==> src/rtl/conv_1st_collect_pkg.sv <==
// conv_1st_collect_pkg: shared first-layer conv defaults, field widths and serializer states
package conv_1st_collect_pkg;
  localparam int LANES_DEF = 4;
  localparam int DW_DEF    = 20;
  localparam int OW_DEF    = 8;
  localparam int DEPTH_DEF = 4;
  localparam int CH_W      = 5;
  localparam int POS_W     = 10;
  typedef enum logic {S_IDLE, S_SEND} ser_state_e;
endpackage

==> src/rtl/conv_1st_res_fifo.sv <==
// conv_1st_res_fifo: result-set capture FIFO; push when not full, pop when not empty
module conv_1st_res_fifo #(
  parameter int W     = 8,
  parameter int DEPTH = 4
) (
  input  logic                     clk,
  input  logic                     rst_n,
  input  logic                     push_i,
  input  logic                     pop_i,
  input  logic [W-1:0]             wdata_i,
  output logic [W-1:0]             rdata_o,
  output logic [$clog2(DEPTH):0]   count_o,
  output logic                     full_o,
  output logic                     empty_o
);
  localparam int AW = $clog2(DEPTH);
  logic [W-1:0]  mem_q [DEPTH];
  logic [AW-1:0] wr_q, rd_q;
  logic [AW:0]   cnt_q;
  logic          push_ok, pop_ok;
  assign full_o  = cnt_q == (AW+1)'(DEPTH);
  assign empty_o = cnt_q == '0;
  assign push_ok = push_i && !full_o;
  assign pop_ok  = pop_i && !empty_o;
  assign rdata_o = mem_q[rd_q];
  assign count_o = cnt_q;
  always_ff @(posedge clk or negedge rst_n)
    if (!rst_n) begin
      wr_q  <= '0;
      rd_q  <= '0;
      cnt_q <= '0;
    end else begin
      if (push_ok) wr_q <= wr_q + 1'b1;
      if (pop_ok) rd_q <= rd_q + 1'b1;
      cnt_q <= cnt_q + (AW+1)'(push_ok) - (AW+1)'(pop_ok);
    end
  always_ff @(posedge clk)
    if (push_ok) mem_q[wr_q] <= wdata_i;
endmodule

==> src/rtl/conv_1st_collect.sv <==
// conv_1st_collect: captures first-layer result sets and streams them out one
// saturated (optionally ReLU'd) lane per handshake with channel/position tags.
module conv_1st_collect import conv_1st_collect_pkg::*; #(
  parameter int LANES = LANES_DEF,
  parameter int DW    = DW_DEF,
  parameter int OW    = OW_DEF,
  parameter int DEPTH = DEPTH_DEF
) (
  input  logic                 clk,
  input  logic                 rst_n,
  input  logic                 valid_i,
  input  logic [CH_W-1:0]      ch_i,
  input  logic [LANES*DW-1:0]  data_i,
  input  logic                 relu_en,
  output logic                 m_valid,
  input  logic                 m_ready,
  output logic [OW-1:0]        m_data,
  output logic [CH_W-1:0]      m_ch,
  output logic [POS_W-1:0]     m_pos,
  output logic                 m_last,
  output logic                 overflow,
  output logic                 busy
);
  localparam int LW = LANES > 1 ? $clog2(LANES) : 1;
  localparam int EW = LANES*DW + CH_W + POS_W;
  localparam logic signed [DW-1:0] SMAX = DW'((1 << (OW-1)) - 1);
  localparam logic signed [DW-1:0] SMIN = ~SMAX;

  function automatic logic [OW-1:0] post(input logic signed [DW-1:0] v, input logic relu);
    logic signed [DW-1:0] r;
    r = (relu && v < 0) ? '0 : v;
    return r > SMAX ? SMAX[OW-1:0] : r < SMIN ? SMIN[OW-1:0] : r[OW-1:0];
  endfunction

  logic                   push, pop, full, empty, last_acc;
  logic [EW-1:0]          rd;
  logic [$clog2(DEPTH):0] cnt;
  logic [CH_W-1:0]        last_ch_q;
  logic                   have_ch_q, overflow_q;
  logic [POS_W-1:0]       base_q, wbase;
  ser_state_e             state_q;
  logic [LW-1:0]          lane_q, lane_nxt;
  logic [LANES*DW-1:0]    ent_q;
  logic                   m_valid_q, m_last_q;
  logic [OW-1:0]          m_data_q;
  logic [CH_W-1:0]        m_ch_q;
  logic [POS_W-1:0]       m_pos_q;

  // Positions continue across consecutive sets of one channel, restart on a new channel.
  assign wbase    = (have_ch_q && ch_i == last_ch_q) ? base_q + POS_W'(LANES) : '0;
  assign push     = valid_i && !full;
  assign lane_nxt = lane_q + 1'b1;
  assign last_acc = state_q == S_SEND && m_ready && lane_q == LW'(LANES-1);
  assign pop      = !empty && (state_q == S_IDLE || last_acc);

  conv_1st_res_fifo #(.W(EW), .DEPTH(DEPTH)) u_fifo (
    .clk(clk), .rst_n(rst_n), .push_i(push), .pop_i(pop),
    .wdata_i({data_i, ch_i, wbase}), .rdata_o(rd), .count_o(cnt),
    .full_o(full), .empty_o(empty)
  );

  always_ff @(posedge clk or negedge rst_n)
    if (!rst_n) begin
      last_ch_q  <= '0;
      have_ch_q  <= 1'b0;
      base_q     <= '0;
      overflow_q <= 1'b0;
    end else begin
      if (push) begin
        last_ch_q <= ch_i;
        have_ch_q <= 1'b1;
        base_q    <= wbase;
      end
      if (valid_i && full) overflow_q <= 1'b1;
    end

  always_ff @(posedge clk or negedge rst_n)
    if (!rst_n) begin
      state_q   <= S_IDLE;
      lane_q    <= '0;
      ent_q     <= '0;
      m_valid_q <= 1'b0;
      m_last_q  <= 1'b0;
      m_data_q  <= '0;
      m_ch_q    <= '0;
      m_pos_q   <= '0;
    end else if (pop) begin
      state_q   <= S_SEND;
      lane_q    <= '0;
      ent_q     <= rd[EW-1 -: LANES*DW];
      m_valid_q <= 1'b1;
      m_last_q  <= 1'(LANES == 1);
      m_data_q  <= post(rd[POS_W+CH_W +: DW], relu_en);
      m_ch_q    <= rd[POS_W +: CH_W];
      m_pos_q   <= rd[POS_W-1:0];
    end else if (state_q == S_SEND && m_ready) begin
      if (last_acc) begin
        state_q   <= S_IDLE;
        m_valid_q <= 1'b0;
        m_last_q  <= 1'b0;
      end else begin
        lane_q   <= lane_nxt;
        m_data_q <= post(ent_q[int'(lane_nxt)*DW +: DW], relu_en);
        m_pos_q  <= m_pos_q + 1'b1;
        m_last_q <= lane_nxt == LW'(LANES-1);
      end
    end

  assign m_valid  = m_valid_q;
  assign m_last   = m_last_q;
  assign m_data   = m_data_q;
  assign m_ch     = m_ch_q;
  assign m_pos    = m_pos_q;
  assign overflow = overflow_q;
  assign busy     = cnt != '0 || m_valid_q;
endmodule

==> config.mk <==
export PLATFORM = sky130hd
export DESIGN_NAME = conv_1st_collect
export DESIGN_NICKNAME = d
export VERILOG_FILES = /design/src/rtl/conv_1st_collect_pkg.sv /design/src/rtl/conv_1st_res_fifo.sv /design/src/rtl/conv_1st_collect.sv
export SDC_FILE = /design/constraint.sdc
export NUM_CORES = 1
export LEC_CHECK = 0
export CAP_MARGIN = 20
export CELL_PAD_IN_SITES_DETAIL_PLACEMENT = 1
export CELL_PAD_IN_SITES_GLOBAL_PLACEMENT = 1
export CORE_UTILIZATION = 42
export DETAILED_ROUTE_END_ITERATION = 7
export HOLD_SLACK_MARGIN = 0.02
export PLACE_DENSITY = 0.77
export SYNTH_ARGS = -nofsm -noshare
export SYNTH_HDL_FRONTEND = slang
export SYNTH_SLANG_ARGS = --single-unit
==> constraint.sdc <==
create_clock -name clk -period 8.5 [get_ports clk]
set_clock_uncertainty 0.2 [all_clocks]
set_input_delay 1.275 -clock clk [delete_from_list [all_inputs] [get_ports clk]]
set_output_delay 1.275 -clock clk [all_outputs]
set_load 0.01 [all_outputs]
==> results.sh, run 1 <==
export IMPL_violations="DRC"
export IMPL_final_antenna_net_count=0
export IMPL_cts_buffer_depth=3
export IMPL_post_cts_buffers=0
export IMPL_slew_violations=0
export IMPL_p_leak_nw=8.54
export IMPL_cpPeakStageDelay_ns=0.95
export IMPL_hold_depth=2
export IMPL_vdd_drop_max_mv=0.141
export IMPL_yosysSeqAreaShare_pct=73.2
export IMPL_antenna_found_initial=0
export IMPL_io_buffers=116
export IMPL_critPathMaxFanout=22
export IMPL_synthArstFlopShare_pct=25.6
export IMPL_min_period_ns=3.79
export IMPL_cp_cell_sequence="buf_4, inv_1, ha_1, mux4_2, nor4_1, nand4_1, a21oi_4, a221oi_1"
export IMPL_syn_nets=1282
export IMPL_netlist_top_cells_count="edfxtp_1 (380), nand2_1 (298), dfrtp_1 (131)"
export IMPL_outcome="finished, violations left"
export IMPL_post_place_ws_ns=4.09
export IMPL_grt_total_usage_pct=19.6
export IMPL_num_vias=10700
export IMPL_insertion_delay_ns=0.58
export IMPL_cts_tree="done"
export IMPL_root_buffer="clkbuf_16"
export IMPL_placedCellCount=1862
export IMPL_drt_iter0_drc=960
export IMPL_hold_viol=0
export IMPL_placed_cell_area_mm2=0.0218
export IMPL_cp_slowest_cell="ha_1"
export IMPL_die_area_mm2=0.0487
export IMPL_grt_max_degree=106
export IMPL_io_pins=117
export IMPL_synth_area_per_cell_um2=17.0
export IMPL_grt_overflow=0
export IMPL_h_tree_depth=2
export IMPL_post_synth_top_area_cell="edfxtp_1"
export IMPL_synth_edff_count=380
export IMPL_ys_ff_latch=511
export IMPL_timing_final_crit_share_pct=44.6
export IMPL_wirelength_um=46300
export IMPL_dp_hpwl_um=28700
export IMPL_synthTopCellsByArea="edfxtp_1 (57%), dfrtp_1 (16%), mux4_2 (11%)"
export IMPL_powerDensity_mw_per_mm2=353
export IMPL_start_util_pct=42.8
export IMPL_fin_ws_ns=4.71
export IMPL_tightest_slew_ns=1.09
export IMPL_cap_violations=0
export IMPL_wl_per_cell_um=23.7
export IMPL_start_kind="flip-flop"
export IMPL_crit_type="flip-flop to flip-flop"
export IMPL_setup_tns_ns=0
export IMPL_clock_fmax_mhz=264
export IMPL_core_mm2=0.0469
export IMPL_die_x_um=221
export IMPL_cts_sinks=511
export IMPL_stdcell_area_mm2=0.0234
export IMPL_synth_flop_cell="edfxtp_1"
export IMPL_syn_inst=1181
export IMPL_grt_pass1_wl_um=70700
export IMPL_std_cell_rows=79
export IMPL_hold_buffers=0
export IMPL_drc_errors=7
export IMPL_gp_congestion=0.799
export IMPL_yosysUniqueCellTypes=48
export IMPL_syn2layout_area_growth_pct=16.8
export IMPL_antennaDiodeCount=0
export IMPL_p_total_mw=8.27
export IMPL_path_clk_slew_ns=0.07
export IMPL_grt_pass1_vias=11700
export IMPL_yosysWarnings=0
export IMPL_netlist_area_mm2=0.0201
export IMPL_reg2reg_depth=8
export IMPL_post_cts_resized=0
export IMPL_drt_vias_per_instance=5.47
export IMPL_final_nets=1410
export IMPL_yosysMostFrequentCell="edfxtp_1"
export IMPL_rsz0062_at_grt="false"
export IMPL_dr_pass1_iters=7
export IMPL_cp_data_arrival_time_ns=4.02
export IMPL_synth_top_cell_area_share_pct=56.9
export IMPL_numCtsBuffers=51
export IMPL_hp_class="flip-flop to flip-flop"
export IMPL_critPathRequiredTime_ns=8.73
export IMPL_setup_viol=0
export IMPL_relSlewSlack_pct=27.5
export IMPL_drive_gt1_share_pct=15.6
export IMPL_stdcell_count=1957
export IMPL_die_height_um=221
export IMPL_crit_path_end_kind="flip-flop"
-- routing by layer --
layer  up-vias  routed length, µm  global-route usage (%)
met2       249              23200                    32.6
li1       4725                  -                       -
met3        66               2100                    3.13
met4         0                759                    4.32
met1      5670              20300                    27.2
met5         -                  0                       0
-- path summary, 6_finish.rpt --
path                           start        endpoint  slack [ns]
max                        lane_q[0]       m_data[2]        4.71
min                        ent_q[54]       ent_q[54]        0.27
max reg2reg                lane_q[0]       m_data[2]        4.71
min reg2reg                ent_q[54]       ent_q[54]        0.27
max in group asynchronous      rst_n  u_fifo.rd_q[0]        6.15
min in group asynchronous      rst_n       base_q[9]        0.48
-- where the power goes --
group          total (mW)  internal (mW)  switching (mW)
combinational        2.36           1.04            1.32
clock                2.17           1.24           0.925
sequential           3.74           3.35           0.392
-- kinds of logic after synthesis --
logic type / Yosys count / share of synthesized area (%)
and+or+nand+nor: 393 / 8.14
DFF: 511 / 73.2
buffers and inverters: 69 / 1.77
xor gates and xnor gates: 16 / 0.698
AOI/OAI and AO/OA: 56 / 1.86
muxes: 125 / 13.6
adders and majority gates: 11 / 0.723
-- cell type report --
cell class	instances	area (µm²)
tap	607	759
clock buffer	73	1410
inverter	15	56.3
sequential	511	14700
multi-input combinational	601	5050
clock inverter	21	186
timing repair buffer	129	1280
fill	4454	23400
-- state kept, by name, indices dropped and copies added (netlist names) --
signal	flops
u_fifo.rd_q	2
ent_q	80
lane_q	2
last_ch_q	5
m_data	8
u_fifo.wr_q	2
have_ch_q	1
u_fifo.count_o	3
m_pos	10
m_ch	5
base_q	10
u_fifo.mem_q	380
overflow	1
m_valid	1
m_last	1
-- critical path: cells and delay by family, from the launching register on --
| kind | cells | cell delay, ns |
|---|---|---|
| DFF | 1 | 0.39 |
| adders and majority gates | 1 | 0.95 |
| AOI/OAI and AO/OA | 2 | 0.48 |
| and+or+nand+nor | 2 | 0.67 |
| muxes | 1 | 0.47 |
| buffers and inverters | 2 | 0.48 |
-- metrics by stage --
stage                     util [%]  hold WS [ns]
final                         50.0         0.270
after global routing          50.0         0.295
after CTS                     50.0         0.271
after detailed placement      46.6         0.257
after global placement        46.6         0.250
after floorplan                  -         0.234
-- placed cells by master (no fill, tap or decap), types with 5 or more instances in the layout --
master / count
a21oi_1: 13
a221oi_1: 7
buf_4: 12
clkbuf_1: 17
clkbuf_16: 51
clkbuf_8: 5
clkdlybuf4s50_1: 115
clkinv_1: 5
clkinv_2: 11
dfrtp_1: 129
edfxtp_1: 380
ha_1: 10
inv_1: 12
mux2_2: 7
mux4_1: 13
mux4_2: 101
nand2_1: 297
nand3_1: 19
nand4_1: 5
nor2_1: 31
nor2b_1: 8
nor3_1: 5
nor4_1: 12
o21ai_0: 14
o22ai_1: 5
xnor2_1: 9
xor2_1: 7
No activity file was read; power rests on OpenSTA's default activity.
==> inputs of run 2 (changes only) <==
--- a/config.mk
+++ b/config.mk
@@ -11,7 +11,7 @@
 export CORE_UTILIZATION = 42
 export DETAILED_ROUTE_END_ITERATION = 7
 export HOLD_SLACK_MARGIN = 0.02
-export PLACE_DENSITY = 0.77
+export PLACE_DENSITY = 0.8
 export SYNTH_ARGS = -nofsm -noshare
 export SYNTH_HDL_FRONTEND = slang
 export SYNTH_SLANG_ARGS = --single-unit
==> constraint.sdc (replaced) <==
create_clock -name clk -period 3.1 [get_ports clk]
set_clock_uncertainty 0.2 [all_clocks]
set_input_delay 0.465 -clock clk [delete_from_list [all_inputs] [get_ports clk]]
set_output_delay 0.465 -clock clk [all_outputs]
set_load 0.01 [all_outputs]
==> results.sh, run 2 (synthesized netlist as in run 1, its figures left out) <==
export IMPL_outcome="finished, violations left"
export IMPL_violations="DRC"
export IMPL_start_kind="flip-flop"
export IMPL_wirelength_um=47300
export IMPL_cp_num_buf_inv=0
export IMPL_drc_errors=7
export IMPL_rsz0062_at_grt="false"
export IMPL_io_pins=117
export IMPL_cp_data_arrival_time_ns=3.12
export IMPL_wl_per_cell_um=23.9
export IMPL_cts_sinks=511
export IMPL_cpPeakStageDelay_ns=0.71
export IMPL_hold_viol=0
export IMPL_antennaDiodeCount=0
export IMPL_num_vias=10900
export IMPL_final_nets=1426
export IMPL_powerDensity_mw_per_mm2=978
export IMPL_regMostFlops="u_fifo.mem_q"
export IMPL_met3_usage_pct=3.30
export IMPL_crit_type="flip-flop to flip-flop"
export IMPL_cts_tree="done"
export IMPL_pwr_share_comb_pct=28.9
export IMPL_dr_pass1_iters=7
export IMPL_critPathRequiredTime_ns=3.43
export IMPL_seq_area_mm2=0.0147
export IMPL_slew_violations=0
export IMPL_crit_path_end_kind="flip-flop"
export IMPL_numCtsBuffers=51
export IMPL_grt_total_usage_pct=20.0
export IMPL_hold_buffers=1
export IMPL_p_total_mw=23.3
export IMPL_grt_max_degree=100
export IMPL_multi_input_area_mm2=0.00505
export IMPL_gp_congestion=0.800
export IMPL_root_buffer="clkbuf_16"
export IMPL_cp_cell_sequence="mux4_1, nor4_1, a31oi_1, nor3_1, o22a_1"
export IMPL_h_tree_depth=2
export IMPL_vdd_drop_max_mv=0.561
export IMPL_drive_gt1_share_pct=17.6
export IMPL_grt_pass1_vias=11900
export IMPL_path_clk_slew_ns=0.06
export IMPL_drt_iter0_drc=836
export IMPL_grt_overflow=0
export IMPL_min_period_ns=2.78
export IMPL_globalRouteMet1Util_pct=26.7
export IMPL_cts_buffer_depth=3
export IMPL_reg_top3="u_fifo.mem_q: 380 flops, ent_q: 80 flops"
export IMPL_die_area_mm2=0.0487
export IMPL_die_x_um=221
export IMPL_drt_vias_per_instance=5.50
export IMPL_p_int_mw=16.0
export IMPL_io_buffers=116
export IMPL_critPathMaxFanout=19
export IMPL_syn2layout_area_growth_pct=18.7
export IMPL_insertion_delay_ns=0.61
export IMPL_setup_tns_ns=0
export IMPL_hold_ws_ns=0.230
export IMPL_timing_final_crit_share_pct=89.8
export IMPL_placedCellCount=1878
export IMPL_p_leak_nw=8.73
export IMPL_post_cts_resized=0
export IMPL_clock_fmax_mhz=359
export IMPL_core_mm2=0.0469
export IMPL_switchingPower_mw=7.32
export IMPL_start_util_pct=42.8
export IMPL_swShare_pct=31.4
export IMPL_post_cts_buffers=0
export IMPL_grt_busiest_layer="met2"
export IMPL_die_height_um=221
export IMPL_dp_hpwl_um=30100
export IMPL_setup_viol=0
export IMPL_final_common_cell="edfxtp_1"
export IMPL_largest_reg_flops=380
export IMPL_grt_pass1_wl_um=72200
export IMPL_seq_power_share_pct=43.6
export IMPL_relSlewSlack_pct=44.2
export IMPL_fill_cells=4420
export IMPL_antenna_found_initial=0
export IMPL_post_route_util_pct=50.9
export IMPL_final_antenna_net_count=0
export IMPL_cp_slowest_cell="mux4_1"
export IMPL_cp_top_family="simple AND/OR/NAND/NOR gates"
export IMPL_tightest_slew_ns=0.837
export IMPL_cap_violations=0
export IMPL_final_cell_mix="edfxtp_1 (380), nand2_1 (297), dfrtp_1 (129)"
export IMPL_std_cell_rows=79
export IMPL_hp_class="input pin to asynchronous set/reset pin"
export IMPL_clockPowerShare_pct=27.6
export IMPL_met2_usage_pct=34.2
export IMPL_stdcell_count=1975
## run 2: cell types whose count changed in the layout (fill, tap and decap cells not counted), sizes merged
cell / before / now
clkinvlp: 0 / 4
bufinv: 3 / 6
clkbuf: 73 / 66
clkinv: 18 / 17
buf: 14 / 29
inv: 15 / 18
dlygate4sd3: 0 / 1
## run 2: power groups by stage
stage	clock (mW)	sequential, mW	combinational, mW
final	6.42	10.1	6.73
after CTS	6.53	10.2	6.85
after detailed placement	0	10.2	6.76
after global routing	6.74	10.3	7.29
after floorplan	0	9.82	4.66
after global placement	0	10.1	6.55
## run 2: layout make-up
type / count / area share [%]
inverters: 15 / 0.236
well taps: 607 / 3.19
repair buffers: 145 / 6.28
clock inverters: 30 / 1.35
clock buffers: 66 / 6.06
flip-flops and latches: 511 / 61.7
multi-input cells: 601 / 21.2
## run 2: final timing paths
check	start	endpoint	slack [ns]	cells past startpoint
max	u_fifo.rd_q[0]	m_data[7]	0.32	5
min	rst_n	last_ch_q[1]	0.23	2
min reg2reg	overflow	overflow	0.27	1
min in group clk	overflow	overflow	0.27	1
max reg2reg	u_fifo.rd_q[0]	m_data[7]	0.32	5
max in group asynchronous	rst_n	m_data[0]	1.72	3
## run 2: metal layers
| layer | routed length [µm] | part of all wire [%] | vias up |
|---|---|---|---|
| li1 | - | - | 4754 |
| met3 | 2290 | 4.8 | 62 |
| met1 | 19800 | 42 | 5789 |
| met4 | 951 | 2.0 | 0 |
| met2 | 24200 | 51 | 264 |
| met5 | 0 | 0 | - |
## run 2: per-stage QoR
stage                     instance area, µm²  setup WS (ns)
after floorplan                        20100          0.217
after global placement                 22100          0.250
after detailed placement               22100          0.161
after CTS                              23800          0.297
after global routing                   23800          0.201
final                                  23800          0.315
## run 2: worst reg2reg max path, cell delays in order (launching register included)
cell	delay [ns]
dfrtp_4	0.67
mux4_1	0.73
nor4_1	0.33
a31oi_1	0.20
nor3_1	0.40
o22a_1	0.21
==> inputs of run 3 (changes only) <==
--- a/config.mk
+++ b/config.mk
@@ -8,10 +8,10 @@
 export CAP_MARGIN = 20
 export CELL_PAD_IN_SITES_DETAIL_PLACEMENT = 1
 export CELL_PAD_IN_SITES_GLOBAL_PLACEMENT = 1
-export CORE_UTILIZATION = 42
+export CORE_UTILIZATION = 25
 export DETAILED_ROUTE_END_ITERATION = 7
 export HOLD_SLACK_MARGIN = 0.02
-export PLACE_DENSITY = 0.8
+export PLACE_DENSITY = 0.56
 export SYNTH_ARGS = -nofsm -noshare
 export SYNTH_HDL_FRONTEND = slang
 export SYNTH_SLANG_ARGS = --single-unit
==> results.sh, run 3 (synthesized netlist as in run 1, its figures left out) <==
export IMPL_final_common_cell="edfxtp_1"
export IMPL_die_height_um=285
export IMPL_outcome="finished clean"
export IMPL_hold_ws_ns=0.204
export IMPL_grt_busiest_layer="met2"
export IMPL_cap_violations=0
export IMPL_cpPeakStageDelay_ns=0.58
export IMPL_post_route_util_pct=30.9
export IMPL_largest_reg_flops=380
export IMPL_final_cell_mix="edfxtp_1 (380), nand2_1 (297), dfrtp_1 (129)"
export IMPL_drive_gt1_share_pct=17.3
export IMPL_hp_class="input pin to asynchronous set/reset pin"
export IMPL_min_period_ns=2.67
export IMPL_tightest_slew_ns=0.743
export IMPL_dr_pass1_iters=5
export IMPL_drc_errors=0
export IMPL_cp_data_arrival_time_ns=3.00
export IMPL_path_clk_slew_ns=0.06
export IMPL_cts_buffer_depth=3
export IMPL_cp_slowest_cell="buf_4"
export IMPL_antenna_found_initial=8
export IMPL_crit_path_end_kind="flip-flop"
export IMPL_core_mm2=0.0793
export IMPL_critPathMaxFanout=65
export IMPL_powerDensity_mw_per_mm2=957
export IMPL_wirelength_um=49400
export IMPL_reg_top3="u_fifo.mem_q: 380 flops, ent_q: 80 flops"
export IMPL_crit_type="flip-flop to flip-flop"
export IMPL_post_cts_buffers=0
export IMPL_die_x_um=285
export IMPL_std_cell_rows=103
export IMPL_root_buffer="clkbuf_16"
export IMPL_numCtsBuffers=53
export IMPL_globalRouteMet1Util_pct=16.3
export IMPL_start_util_pct=25.3
export IMPL_insertion_delay_ns=0.61
export IMPL_cp_cell_sequence="or3_1, nand2_4, buf_4, buf_4, nand2_1, nand2_1"
export IMPL_dp_hpwl_um=32400
export IMPL_final_antenna_net_count=0
export IMPL_relSlewSlack_pct=50.4
export IMPL_met2_usage_pct=20.1
export IMPL_cts_tree="done"
export IMPL_gp_congestion=0.775
export IMPL_grt_total_usage_pct=12.2
export IMPL_die_area_mm2=0.0814
export IMPL_vdd_drop_max_mv=0.426
export IMPL_grt_max_degree=100
export IMPL_timing_final_crit_share_pct=86.1
export IMPL_cts_sinks=511
export IMPL_regMostFlops="u_fifo.mem_q"
export IMPL_h_tree_depth=2
export IMPL_stdcell_count=2426
export IMPL_setup_tns_ns=0
export IMPL_grt_overflow=0
export IMPL_p_leak_nw=8.78
export IMPL_grt_pass1_vias=11500
export IMPL_start_kind="flip-flop"
export IMPL_final_nets=1431
export IMPL_drt_iter0_drc=560
export IMPL_syn2layout_area_growth_pct=22.1
export IMPL_rsz0062_at_grt="false"
export IMPL_slew_violations=0
export IMPL_hold_viol=0
export IMPL_drt_vias_per_instance=4.37
export IMPL_grt_pass1_wl_um=75200
export IMPL_setup_viol=0
export IMPL_wl_per_cell_um=20.4
export IMPL_clock_fmax_mhz=374
export IMPL_post_cts_resized=0
export IMPL_critPathRequiredTime_ns=3.43
export IMPL_io_buffers=116
export IMPL_placedCellCount=2324
export IMPL_io_pins=117
export IMPL_fill_cells=8218
export IMPL_num_vias=10600
export IMPL_met3_usage_pct=3.06
## run 3: cell types whose count changed in the layout (fill, tap and decap cells not counted), moves of 4 or more
cell	previous run	this run
clkbuf_1	5	17
clkbuf_16	52	57
clkinv_2	13	8
clkinvlp_4	4	0
## run 3: per-layer routing
metal / vias up / share of wire [%]
li1: 4773 / -
met1: 5581 / 45
met2: 162 / 49
met3: 69 / 4.6
met4: 16 / 1.6
met5: - / 0.19
## run 3: cell type report
| cell class | instances | area [µm²] | share of cell area, % |
|---|---|---|---|
| Sequential cell | 511 | 14700 | 60.0 |
| Multi-Input combinational cell | 601 | 5050 | 20.6 |
| Clock buffer | 83 | 1610 | 6.56 |
| Timing Repair Buffer | 148 | 1560 | 6.34 |
| Tap cell | 1050 | 1310 | 5.36 |
| Clock inverter | 17 | 225 | 0.919 |
| Inverter | 15 | 57.6 | 0.235 |
| Antenna cell | 1 | 2.50 | 0.0102 |
## run 3: per-stage QoR
stage	total power [mW]	setup WS, ns	cell area (µm²)
2_1_floorplan	14.5	0.217	20100
3_3_place_gp	17.1	0.245	22700
3_5_place_dp	17.3	0.156	22700
4_1_cts	23.9	0.402	24500
5_1_grt	24.8	0.226	24500
6_report	23.4	0.430	24500
## run 3: what timing repair did
action	4_1_cts	5_1_grt
hold endpoints to repair	55	0
hold buffers	1	0
endpoints found under the setup margin	0	0
## run 3: worst max-delay path, delay by kind of cell (launching register included)
kind / cells / cell delay (ns)
DFF: 1 / 0.43
and+or+nand+nor: 4 / 0.79
buffers and inverters: 2 / 1.09
## run 3: path summary, 6_finish.rpt
kind	from	to	slack [ns]	depth (start not counted)
max	u_fifo.count_o[2]	ent_q[53]	0.43	6
max in group asynchronous	rst_n	u_fifo.rd_q[0]	1.71	3
min in group clk	ent_q[17]	ent_q[17]	0.27	2
min	rst_n	last_ch_q[0]	0.20	2
min reg2reg	ent_q[17]	ent_q[17]	0.27	2
max reg2reg	u_fifo.count_o[2]	ent_q[53]	0.43	6
## run 3: power breakdown
group	internal, mW	switching, mW
Clock	3.92	2.67
Sequential	9.17	0.931
Combinational	3.05	3.71
